==> config.mk <==
export PLATFORM = sky130hd
export DESIGN_NAME = lo_phase_generator
export DESIGN_NICKNAME = d
export VERILOG_FILES = /design/src/rtl/lo_gen_pkg.sv /design/src/rtl/lo_sync2.sv /design/src/rtl/lo_phase_generator.sv
export SDC_FILE = /design/constraint.sdc
export NUM_CORES = 1
export LEC_CHECK = 0
export ABC_CLOCK_PERIOD_IN_PS = 5100
export CAP_MARGIN = 10
export CORE_ASPECT_RATIO = 1.75
export CORE_MARGIN = 2
export CORE_UTILIZATION = 59
export DETAILED_ROUTE_END_ITERATION = 16
export HOLD_SLACK_MARGIN = 0.08
export PLACE_DENSITY = 0.89
export SLEW_MARGIN = 20
export SYNTH_ARGS = -nofsm -noshare
export SYNTH_HDL_FRONTEND = slang
export SYNTH_SLANG_ARGS = --single-unit
export TNS_END_PERCENT = 30
==> constraint.sdc <==
create_clock -name clk -period 5.1 [get_ports clk]
set_clock_uncertainty 0.2 [all_clocks]
set_input_delay 1.02 -clock clk [delete_from_list [all_inputs] [get_ports clk]]
set_output_delay 1.02 -clock clk [all_outputs]
set_load 0.01 [all_outputs]
==> src/rtl/lo_gen_pkg.sv <==
`timescale 1ns/1ps
`default_nettype none
// +--------------------------------------------------------------------+
// | lo_gen_pkg : shared modes, phase indices and segment helpers       |
// | Rev 1.0                                                            |
// +--------------------------------------------------------------------+
package lo_gen_pkg;

  typedef enum logic [1:0] {
    LO_OFF  = 2'd0,
    LO_EXT  = 2'd1,
    LO_DIFF = 2'd2,
    LO_QUAD = 2'd3
  } lo_mode_e;

  localparam int PH_IP = 0;
  localparam int PH_QP = 1;
  localparam int PH_IN = 2;
  localparam int PH_QN = 3;

  localparam int SEGS_DIFF = 2;
  localparam int SEGS_QUAD = 4;

  function automatic logic [1:0] last_seg(input lo_mode_e m);
    logic [1:0] r;
    r = 2'd0;
    case (m)
      LO_DIFF: r = 2'(SEGS_DIFF - 1);
      LO_QUAD: r = 2'(SEGS_QUAD - 1);
      default: r = 2'd0;
    endcase
    return r;
  endfunction

  // One-hot phase drive owned by segment seg in the given internal mode.
  function automatic logic [3:0] seg_onehot(input lo_mode_e m, input logic [1:0] seg);
    logic [3:0] oh;
    oh = 4'b0000;
    case (m)
      LO_DIFF: begin
        if (seg[0]) oh[PH_IN] = 1'b1;
        else        oh[PH_IP] = 1'b1;
      end
      LO_QUAD: begin
        case (seg)
          2'd0:    oh[PH_IP] = 1'b1;
          2'd1:    oh[PH_QP] = 1'b1;
          2'd2:    oh[PH_IN] = 1'b1;
          default: oh[PH_QN] = 1'b1;
        endcase
      end
      default: oh = 4'b0000;
    endcase
    return oh;
  endfunction

endpackage : lo_gen_pkg
`default_nettype wire

==> src/rtl/lo_sync2.sv <==
`timescale 1ns/1ps
`default_nettype none
// +--------------------------------------------------------------------+
// | lo_sync2 : two-flop synchroniser, async active-high reset to 0     |
// | Rev 1.0                                                            |
// +--------------------------------------------------------------------+
module lo_sync2 (
  input  logic clk,
  input  logic rst,
  input  logic async_i,
  output logic sync_o
);

  logic meta_q;
  logic sync_q;

  always_ff @(posedge clk or posedge rst) begin
    if (rst) begin
      meta_q <= 1'b0;
      sync_q <= 1'b0;
    end else begin
      meta_q <= async_i;
      sync_q <= meta_q;
    end
  end

  assign sync_o = sync_q;

endmodule : lo_sync2
`default_nettype wire

==> src/rtl/lo_phase_generator.sv <==
`timescale 1ns/1ps
`default_nettype none
// +--------------------------------------------------------------------+
// | lo_phase_generator : shadowed-config LO generator, diff/quad/ext   |
// | Rev 1.0                                                            |
// +--------------------------------------------------------------------+
module lo_phase_generator
  import lo_gen_pkg::*;
#(
  parameter int DIV_W  = 8,
  parameter int DEAD_W = 3
) (
  input  logic              clk,
  input  logic              rst,
  input  logic [1:0]        cfg_mode,
  input  logic [DIV_W-1:0]  cfg_div,
  input  logic [DEAD_W-1:0] cfg_dead,
  input  logic              cfg_load,
  input  logic              ext_lo_p,
  input  logic              ext_lo_n,
  output logic [3:0]        phase,
  output logic              period_start,
  output logic              cfg_pending
);

  localparam int CMP_W = (DIV_W > DEAD_W) ? DIV_W : DEAD_W;

  lo_mode_e          mode_q, sh_mode_q;
  logic [DIV_W-1:0]  div_q, sh_div_q;
  logic [DEAD_W-1:0] dead_q, sh_dead_q;
  logic [DIV_W-1:0]  cnt_q, cnt_d;
  logic [1:0]        seg_q, seg_d;
  logic              pend_q;
  logic [3:0]        phase_q, phase_d;
  logic              pstart_q, pstart_d;
  logic              ext_ip_q;

  logic w_sp, w_sn;
  logic w_internal, w_seg_end, w_period_end, w_apply, w_active;
  logic w_ext_ip, w_ext_in;

  lo_sync2 u_sync_p (.clk(clk), .rst(rst), .async_i(ext_lo_p), .sync_o(w_sp));
  lo_sync2 u_sync_n (.clk(clk), .rst(rst), .async_i(ext_lo_n), .sync_o(w_sn));

  assign w_internal   = (mode_q == LO_DIFF) || (mode_q == LO_QUAD);
  assign w_seg_end    = (cnt_q == div_q);
  assign w_period_end = w_internal && w_seg_end && (seg_q == last_seg(mode_q));
  // Internal modes only switch on a period boundary so no pulse is ever cut short.
  assign w_apply      = pend_q && (!w_internal || w_period_end);
  assign w_active     = CMP_W'(cnt_q) >= CMP_W'(dead_q);
  assign w_ext_ip     = w_sp & ~w_sn;
  assign w_ext_in     = w_sn & ~w_sp;

  always_comb begin
    cnt_d = cnt_q;
    seg_d = seg_q;
    if (!w_internal) begin
      cnt_d = '0;
      seg_d = 2'd0;
    end else if (w_seg_end) begin
      cnt_d = '0;
      seg_d = (seg_q == last_seg(mode_q)) ? 2'd0 : seg_q + 2'd1;
    end else begin
      cnt_d = cnt_q + 1'b1;
    end
  end

  always_comb begin
    phase_d  = 4'b0000;
    pstart_d = 1'b0;
    case (mode_q)
      LO_EXT: begin
        phase_d[PH_IP] = w_ext_ip;
        phase_d[PH_IN] = w_ext_in;
        pstart_d       = w_ext_ip & ~ext_ip_q;
      end
      LO_DIFF, LO_QUAD: begin
        phase_d  = w_active ? seg_onehot(mode_q, seg_q) : 4'b0000;
        pstart_d = (cnt_q == '0) && (seg_q == 2'd0);
      end
      default: begin
        phase_d  = 4'b0000;
        pstart_d = 1'b0;
      end
    endcase
  end

  always_ff @(posedge clk or posedge rst) begin
    if (rst) begin
      mode_q    <= LO_OFF;
      div_q     <= '0;
      dead_q    <= '0;
      sh_mode_q <= LO_OFF;
      sh_div_q  <= '0;
      sh_dead_q <= '0;
      cnt_q     <= '0;
      seg_q     <= 2'd0;
      pend_q    <= 1'b0;
      phase_q   <= 4'b0000;
      pstart_q  <= 1'b0;
      ext_ip_q  <= 1'b0;
    end else begin
      if (cfg_load) begin
        sh_mode_q <= lo_mode_e'(cfg_mode);
        sh_div_q  <= cfg_div;
        sh_dead_q <= cfg_dead;
      end
      if (w_apply) begin
        mode_q <= sh_mode_q;
        div_q  <= sh_div_q;
        dead_q <= sh_dead_q;
        cnt_q  <= '0;
        seg_q  <= 2'd0;
      end else begin
        cnt_q <= cnt_d;
        seg_q <= seg_d;
      end
      pend_q   <= cfg_load | (pend_q & ~w_apply);
      phase_q  <= phase_d;
      pstart_q <= pstart_d;
      ext_ip_q <= w_ext_ip;
    end
  end

  assign phase        = phase_q;
  assign period_start = pstart_q;
  assign cfg_pending  = pend_q;

endmodule : lo_phase_generator
`default_nettype wire

==> results of run 1 <==
-- layer usage --
| metal | vias up | wire length [microns] | part of all wire (%) | track usage, % |
|---|---|---|---|---|
| met5 | - | 0 | 0 | 0 |
| met4 | 0 | 122 | 3.1 | 11.1 |
| met3 | 12 | 88 | 2.2 | 3.41 |
| met2 | 26 | 2340 | 59 | 40.4 |
| met1 | 698 | 1420 | 36 | 23.7 |
| li1 | 618 | - | - | - |
-- stage by stage --
step / worst slack, ns / hold WS (ns)
global placement: 2.56 / 0.132
global route: 2.40 / 0.165
floorplan: 2.76 / 0.131
CTS: 2.54 / 0.156
finish: 2.54 / 0.155
detailed placement: 2.51 / 0.138
-- kinds of logic (layout without fill, tap and decap cells) --
family / after synthesis / in the layout / synth area share [%]
AOI/OAI and AO/OA: 16 / 16 / 5.33
and+or+nand+nor: 37 / 37 / 9.77
DFF: 47 / 47 / 55.0
buffers and inverters: 17 / 43 / 3.39
xor gates and xnor gates: 14 / 14 / 5.73
muxes: 25 / 25 / 14.9
adders and majority gates: 10 / 10 / 5.85
-- power by group --
group	total [W]	switching, W	leakage (nW)	internal (W)
combinational	0.000414	0.000178	0.563	0.000236
clock	0.000258	0.000115	0.0513	0.000144
sequential	0.000595	0.000116	0.564	0.000479
-- final cells by class --
class | instances | area, sq um | area share, %
Multi-Input combinational cell | 102 | 890 | 35.5
Inverter | 12 | 45.0 | 1.80
Clock buffer | 6 | 72.6 | 2.89
Sequential cell | 47 | 1180 | 46.9
Timing Repair Buffer | 24 | 238 | 9.48
Clock inverter | 1 | 30.0 | 1.20
Tap cell | 46 | 57.6 | 2.29
-- layout by cell type, fill, tap and decap left out, types with 2 or more instances in the layout --
master                            synthesis  final
sky130_fd_sc_hd__xnor2_1                  9      9
sky130_fd_sc_hd__inv_1                   12     11
sky130_fd_sc_hd__clkdlybuf4s50_1          0     23
sky130_fd_sc_hd__nand3_1                  7      7
sky130_fd_sc_hd__mux2_4                  10     10
sky130_fd_sc_hd__dfrtp_1                 47     47
sky130_fd_sc_hd__nand2_1                  4      4
sky130_fd_sc_hd__mux2_2                  15     15
sky130_fd_sc_hd__o21ai_0                  2      2
sky130_fd_sc_hd__and3_1                   6      6
sky130_fd_sc_hd__xor2_1                   5      5
sky130_fd_sc_hd__nor2_1                  10     10
sky130_fd_sc_hd__clkbuf_8                 0      5
sky130_fd_sc_hd__a21oi_1                  3      3
sky130_fd_sc_hd__ha_1                    10     10
-- state kept, by name, summed over array words and instances (netlist names), 2 cells and up --
name	count
div_q	8
sh_mode_q	2
sh_div_q	8
seg_q	2
mode_q	2
sh_dead_q	3
phase	4
cnt_q	8
dead_q	3
-- worst max-delay path, delay by kind of cell, from the launching register on --
kind,cells,cell delay [ns]
AND/OR/NAND/NOR,1,0.18
flip-flops,1,0.58
adder cells (fa/ha/maj),1,0.31
multiplexers,1,0.41
AO/OA/AOI/OAI,2,0.77
-- worst max path at each step --
| stage | start | to | slack (ns) | cells after the start |
|---|---|---|---|---|
| 2_1_floorplan | rst | cfg_pending | 2.76 | 1 |
| 3_3_place_gp | cfg_load | sh_mode_q[1] | 2.56 | 2 |
| 3_5_place_dp | cfg_load | sh_div_q[2] | 2.51 | 2 |
| 4_1_cts | mode_q[1] | dead_q[0] | 2.54 | 5 |
| 5_1_grt | mode_q[1] | dead_q[0] | 2.40 | 5 |
| 6_report | mode_q[1] | dead_q[1] | 2.54 | 5 |
==> metrics.sh, run 1 <==
OUTCOME='finished, final reports clean'
IO_BUFFER_COUNT=23
POST_CTS.RESIZED_INSTANCES=0
SYNTHESIS.NETS=194
WORST-R2R-SETUP-SLACK_NS=2.54
GRT_START_MAX_NET_PINS=48
SYNTHESIS.YOSYS.WARNINGS=0
STARTPOINT_TYPE='register'
SLEW_AT_THE_PIN_CLOSEST_TO_ITS_MAX_SLEW_LIMIT_NS=0.814
DPL.HPWL_MM=2.93
SYN_AREA_PER_CELL_SQ_UM=12.9
SYNTHDOMINANTAREACELLTYPE='sky130_fd_sc_hd__dfrtp_1'
WORST_SLEW_MARGIN_REL_PCT=45.7
FINAL_SETUP_VIOLATION_COUNT=0
POST_LAYOUT_UTILIZATION_OF_THE_CORE_PCT=70.5
GPL.FINAL_WEIGHTED_CONGESTION=0.798
TOTAL_CONGESTION_OVERFLOW_AFTER_GLOBAL_ROUTING=0
YOSYS_MOST_USED_DFF='sky130_fd_sc_hd__dfrtp_1'
SYNTHESIS.INSTANCES=166
H_TREE_DEPTH_REPORTED_BY_CTS=2
POST-PLACE-CELLS=231
POST_CTS.REPAIR.SETUP_BUFFERS=0
WHS_ENDPOINT='u_sync_p.sync_o'
NFILLCELLS=280
ROUTE.DETAILED.WL_PER_INST_MICRONS=16.7
POSTSYNTHREGISTERBITS=47
IRDROPWORSTVDD_mV=0.332
MIN-DELAY-PATH-CLASS='reg -> reg'
WORST_REG2REG_PATH_DEPTH=5
CRITPATHKIND='reg -> reg'
YOSYSSEQAREASHARE_PCT=55.0
FINAL_PERIOD_MINUS_WORST_SETUP_SLACK_NS=2.56
REQUIRED_TIME_OF_THE_WORST_SETUP_PATH_NS=5.08
LAYOUT.NETS=220
SYNTH_COMMONEST_CELLS='sky130_fd_sc_hd__dfrtp_1, sky130_fd_sc_hd__mux2_2, sky130_fd_sc_hd__inv_1'
VIA_PER_INST=5.69
GRT_USAGE_PCT=22.0
DRV.MAX_CAP_VIOLATION_COUNT=0
WORSTPATHCELLLIST='ha_1 -> o21a_1 -> nor3b_2 -> o21ai_2 -> mux2_2'
LAUNCH_POINT_OF_THE_WORST_REG_TO_REG_PATH='mode_q[1]'
WORSTREG2REGEND='dead_q[1]'
SHARE_OF_THE_CLOCK_PERIOD_USED_BY_THE_WORST_PATH_PCT=50.1
HOLD_VIOL_FINAL=0
CLKSINKCOUNT=47
FLOORPLAN.DIE_AREA_SQ_UM=4140
POWER_LEAKAGE_nW=1.18
DR_TOTAL_VIAS=1354
MAX_STAGE_DELAY_NS=0.65
CRITICAL-PATH-SLOWEST-CELL='sky130_fd_sc_hd__o21ai_2'
CTS.REPORTEDPATHS.CLKPINSLEW_NS=0.08
REPORT.POWER.TOTAL_W=0.00127
TOTALNEGATIVESETUPSLACK_NS=0
CHIPWIDTH_MICRONS=49.5
CRIT_PATH_MAX_FANOUT=13
ASYNC_RESET_FF_SHARE_PCT=100
MAXSLEWVIOLCOUNT=0
SYNTH-EDFF-COUNT=0
SYNTH.AREA.TOP_CELLS='sky130_fd_sc_hd__dfrtp_1, sky130_fd_sc_hd__mux2_2, sky130_fd_sc_hd__mux2_4, sky130_fd_sc_hd__ha_1, sky130_fd_sc_hd__xnor2_1'
NETLIST.AREA_LEADER.SHARE_PCT=55.0
PIN_COUNT=24
HP-START='u_sync_p.meta_q'
POST_LAYOUT_NONFILLER_INSTANCES=238
CLOCK_TREE.ROOT_CELL='sky130_fd_sc_hd__clkbuf_8'
TOTALWIRELENGTH_MM=3.97
CLOCK_TREE_FROM_TRITONCTS='built'
YOSYS.CELL_TYPES.COUNT=37
CRIT_ARRIVAL_NS=2.54
CTS-BUFFERS-INSERTED=5
GRT_FIRST_PASS_WIRELENGTH_MM=6.89
YOSYSMOSTFREQUENTCELL='sky130_fd_sc_hd__dfrtp_1'
DETAIL_ROUTE.DRC_VIOLATIONS=0
FIRST_PASS_ITERS=4
POSTROUTEANTENNANETS=0
N_ANTENNA_CELL=0
DPL_CELL_AREA_SQ_UM=2410
NETLIST_AREA_SQ_UM=2140
AREA_GROWTH_PCT=17.3
CORE_REGION_AREA_SQ_UM=3560
SHARE_OF_FINAL_LAYOUT_STANDARD_CELLS_STRONGER_THAN_DRIVE_STRENGTH_1_PCT=18.2
DRTITER0DRC=26
CTSLONGESTPATHBUFFERS=2
WORST_SKEW_PAIR.LATE_LATENCY_NS=0.30
HOLD-PATH-CELL-COUNT=0
PWR_DENSITY_CELL_nW_PER_UM2=505
MAX_CLOCK_FREQ_GHz=0.391
GRT_ANTENNA_BEFORE_REPAIR=0
DIE_H_MICRONS=83.6
INITIAL_CORE_UTIL_PCT=60.1
CTS_HOLD_BUF=0
VIAS_IN_THE_FIRST_GLOBAL_ROUTE=1486
RSZ0062_AT_GRT='no'
FIN_AREA_SQ_UM=2510
CP-END-KIND='register'
FLOORPLAN.ROWS=29
Power figures use the tool's default switching activity.
==> inputs of run 2 (changes only) <==
ABC_CLOCK_PERIOD_IN_PS = 2300   (was 5100)
CORE_UTILIZATION = 50   (was 59)
PLACE_DENSITY = 0.81   (was 0.89)
clock period = 2.3 ns   (was 5.1 ns; I/O delays follow)
==> run 2 against run 1 <==
Utilization down 6.2 points. Count of clock-buffer cells in the layout down 1. Combinational power rose to 2.5 times the previous value. Critical path type unchanged. Critical endpoint is now phase[2]. Largest power group unchanged.
==> metrics.sh, run 2 (synthesized netlist as in run 1, its figures left out) <==
CORE_REGION_AREA_SQ_UM=4110
FLOORPLAN.ROWS=31
DR_TOTAL_VIAS=1363
POSTROUTEANTENNANETS=0
POWER_LEAKAGE_nW=1.26
NFILLCELLS=329
FINAL_PERIOD_MINUS_WORST_SETUP_SLACK_NS=2.22
LAYOUT_COMMON_CELLS='sky130_fd_sc_hd__dfrtp_1, sky130_fd_sc_hd__clkdlybuf4s50_1, sky130_fd_sc_hd__mux2_2'
RSZ0062_AT_GRT='yes'
CLKSINKCOUNT=47
CRITPATHKIND='reg -> reg'
DRV.MAX_CAP_VIOLATION_COUNT=0
SWITCHING_POWER_W=0.000918
ROUTE.DETAILED.WL_PER_INST_MICRONS=14.6
SHARE_OF_POWER_BURNED_IN_THE_CLOCK_NETWORK_PCT=20.6
REPORT.POWER.TOTAL_W=0.00292
INITIAL_CORE_UTIL_PCT=52.0
CHIPWIDTH_MICRONS=53.4
CLOCK_TREE.ROOT_CELL='sky130_fd_sc_hd__clkbuf_8'
DRTITER0DRC=18
STARTPOINT_TYPE='register'
HOLD_VIOL_FINAL=0
GPL.FINAL_WEIGHTED_CONGESTION=0.866
DIE_H_MICRONS=90.5
DETAIL_ROUTE.DRC_VIOLATIONS=0
SLEW_AT_THE_PIN_CLOSEST_TO_ITS_MAX_SLEW_LIMIT_NS=0.504
CTS_HOLD_BUF=0
IRDROPWORSTVDD_mV=0.760
AREA_GROWTH_PCT=23.8
MAX_CLOCK_FREQ_GHz=0.451
TOTALNEGATIVESETUPSLACK_NS=0
P_INT_W=0.00200
CRIT_PATH_MAX_FANOUT=3
GRT_USAGE_PCT=18.7
REGISTERS_WITH_THE_MOST_FLIP_FLOPS='cnt_q (8), div_q (8), sh_div_q (8)'
DPL.HPWL_MM=2.89
MIN-DELAY-PATH-CLASS='reg -> reg'
VIAS_IN_THE_FIRST_GLOBAL_ROUTE=1446
CTS.REPORTEDPATHS.CLKPINSLEW_NS=0.09
FINAL_SETUP_VIOLATION_COUNT=0
WORST_SLEW_MARGIN_REL_PCT=66.3
IO_BUFFER_COUNT=23
POWER_FRAC_SEQ_PCT=43.5
SHARE_OF_THE_CLOCK_PERIOD_USED_BY_THE_WORST_PATH_PCT=96.4
CLOCK_TREE_FROM_TRITONCTS='built'
PIN_COUNT=24
CP-END-KIND='register'
SHARE_OF_FINAL_LAYOUT_STANDARD_CELLS_STRONGER_THAN_DRIVE_STRENGTH_1_PCT=24.6
H_TREE_DEPTH_REPORTED_BY_CTS=2
TOTALWIRELENGTH_MM=3.75
PART_OF_THE_POWER_IN_COMBINATIONAL_LOGIC_PCT=35.9
GRT_START_MAX_NET_PINS=48
POST_LAYOUT_UTILIZATION_OF_THE_CORE_PCT=64.4
REQUIRED_TIME_OF_THE_WORST_SETUP_PATH_NS=2.29
MOSTFREQUENTLAYOUTCELL='sky130_fd_sc_hd__dfrtp_1'
N_ANTENNA_CELL=0
CRIT_ARRIVAL_NS=2.21
GRT_FIRST_PASS_WIRELENGTH_MM=6.62
GRT_ANTENNA_BEFORE_REPAIR=0
SW_FRAC_OF_TOTAL_PCT=31.4
PWR_DENSITY_CELL_nW_PER_UM2=1100
CTS-BUFFERS-INSERTED=5
OUTCOME='finished, final reports clean'
LAYOUT.NETS=234
FLOORPLAN.DIE_AREA_SQ_UM=4840
VIA_PER_INST=5.32
MAXSLEWVIOLCOUNT=0
CTSLONGESTPATHBUFFERS=2
TOTAL_CONGESTION_OVERFLOW_AFTER_GLOBAL_ROUTING=0
WORST_SKEW_PAIR.LATE_LATENCY_NS=0.30
FIRST_PASS_ITERS=4
run 2: changes by cell type in the layout (fill, tap and decap cells not counted):
cell	previous run	this run
sky130_fd_sc_hd__o21ai_2	1	0
sky130_fd_sc_hd__o21ai_4	0	1
sky130_fd_sc_hd__clkinv_2	0	1
sky130_fd_sc_hd__clkbuf_1	1	0
sky130_fd_sc_hd__clkinv_4	0	1
sky130_fd_sc_hd__buf_12	0	1
sky130_fd_sc_hd__buf_4	1	14
run 2: path summary, 6_finish.rpt:
kind / slack [ns] / start / depth (start not counted) / endpoint
max: 0.08 / cnt_q[0] / 7 / phase[2]
min: 0.16 / u_sync_p.meta_q / 0 / u_sync_p.sync_o
max reg2reg: 0.08 / cnt_q[0] / 7 / phase[2]
min reg2reg: 0.16 / u_sync_p.meta_q / 0 / u_sync_p.sync_o
max in group asynchronous: 1.36 / rst / 3 / sh_div_q[0]
min in group asynchronous: 0.31 / rst / 3 / seg_q[0]
run 2: worst max-delay path, cell delays in order (launching register included):
cell and delay (ns):
sky130_fd_sc_hd__dfrtp_1 0.39, sky130_fd_sc_hd__inv_1 0.08, sky130_fd_sc_hd__ha_1 0.26, sky130_fd_sc_hd__nand2b_1 0.14, sky130_fd_sc_hd__a21o_1 0.18, sky130_fd_sc_hd__a211o_1 0.32, sky130_fd_sc_hd__and2_1 0.19, sky130_fd_sc_hd__a311o_1 0.35
run 2: repair_timing:
action                     in CTS  in global routing
setup endpoints to repair      12                  2
buffers inserted                0                  1
resized for setup               1                  0
run 2: final cells by class:
class	instances	area [sq um]	area share (%)
flip-flops and latches	47	1180	44.4
multi-input cells	102	897	33.9
repair buffers	38	355	13.4
clock buffers	5	68.8	2.60
well taps	49	61.3	2.32
inverters	12	45.0	1.70
clock inverters	3	43.8	1.65
run 2: metal layers:
metal | GRT usage [%] | wire, microns
met1 | 22.4 | 1400
met3 | 3.64 | 114
met2 | 31.3 | 2170
met5 | 0 | 0
met4 | 7.91 | 59
run 2: per-stage QoR:
step                std cells  worst slack [ns]  cell area (sq um)  hold slack, ns
floorplan                 166             0.117               2140           0.131
global placement          247            0.0271               2520           0.132
detailed placement        247           -0.0631               2520           0.142
CTS                       255            0.0367               2640           0.162
global route              256          -0.00667               2650           0.168
finish                    256            0.0839               2650           0.159
run 2: power groups by stage:
stage / combinational (W) / clock [W] / sequential [W]
6_report: 0.00105 / 0.000601 / 0.00127
5_1_grt: 0.00117 / 0.000650 / 0.00130
4_1_cts: 0.00105 / 0.000617 / 0.00128
3_5_place_dp: 0.00104 / 0 / 0.00129
3_3_place_gp: 0.000989 / 0 / 0.00128
2_1_floorplan: 0.000706 / 0 / 0.00125
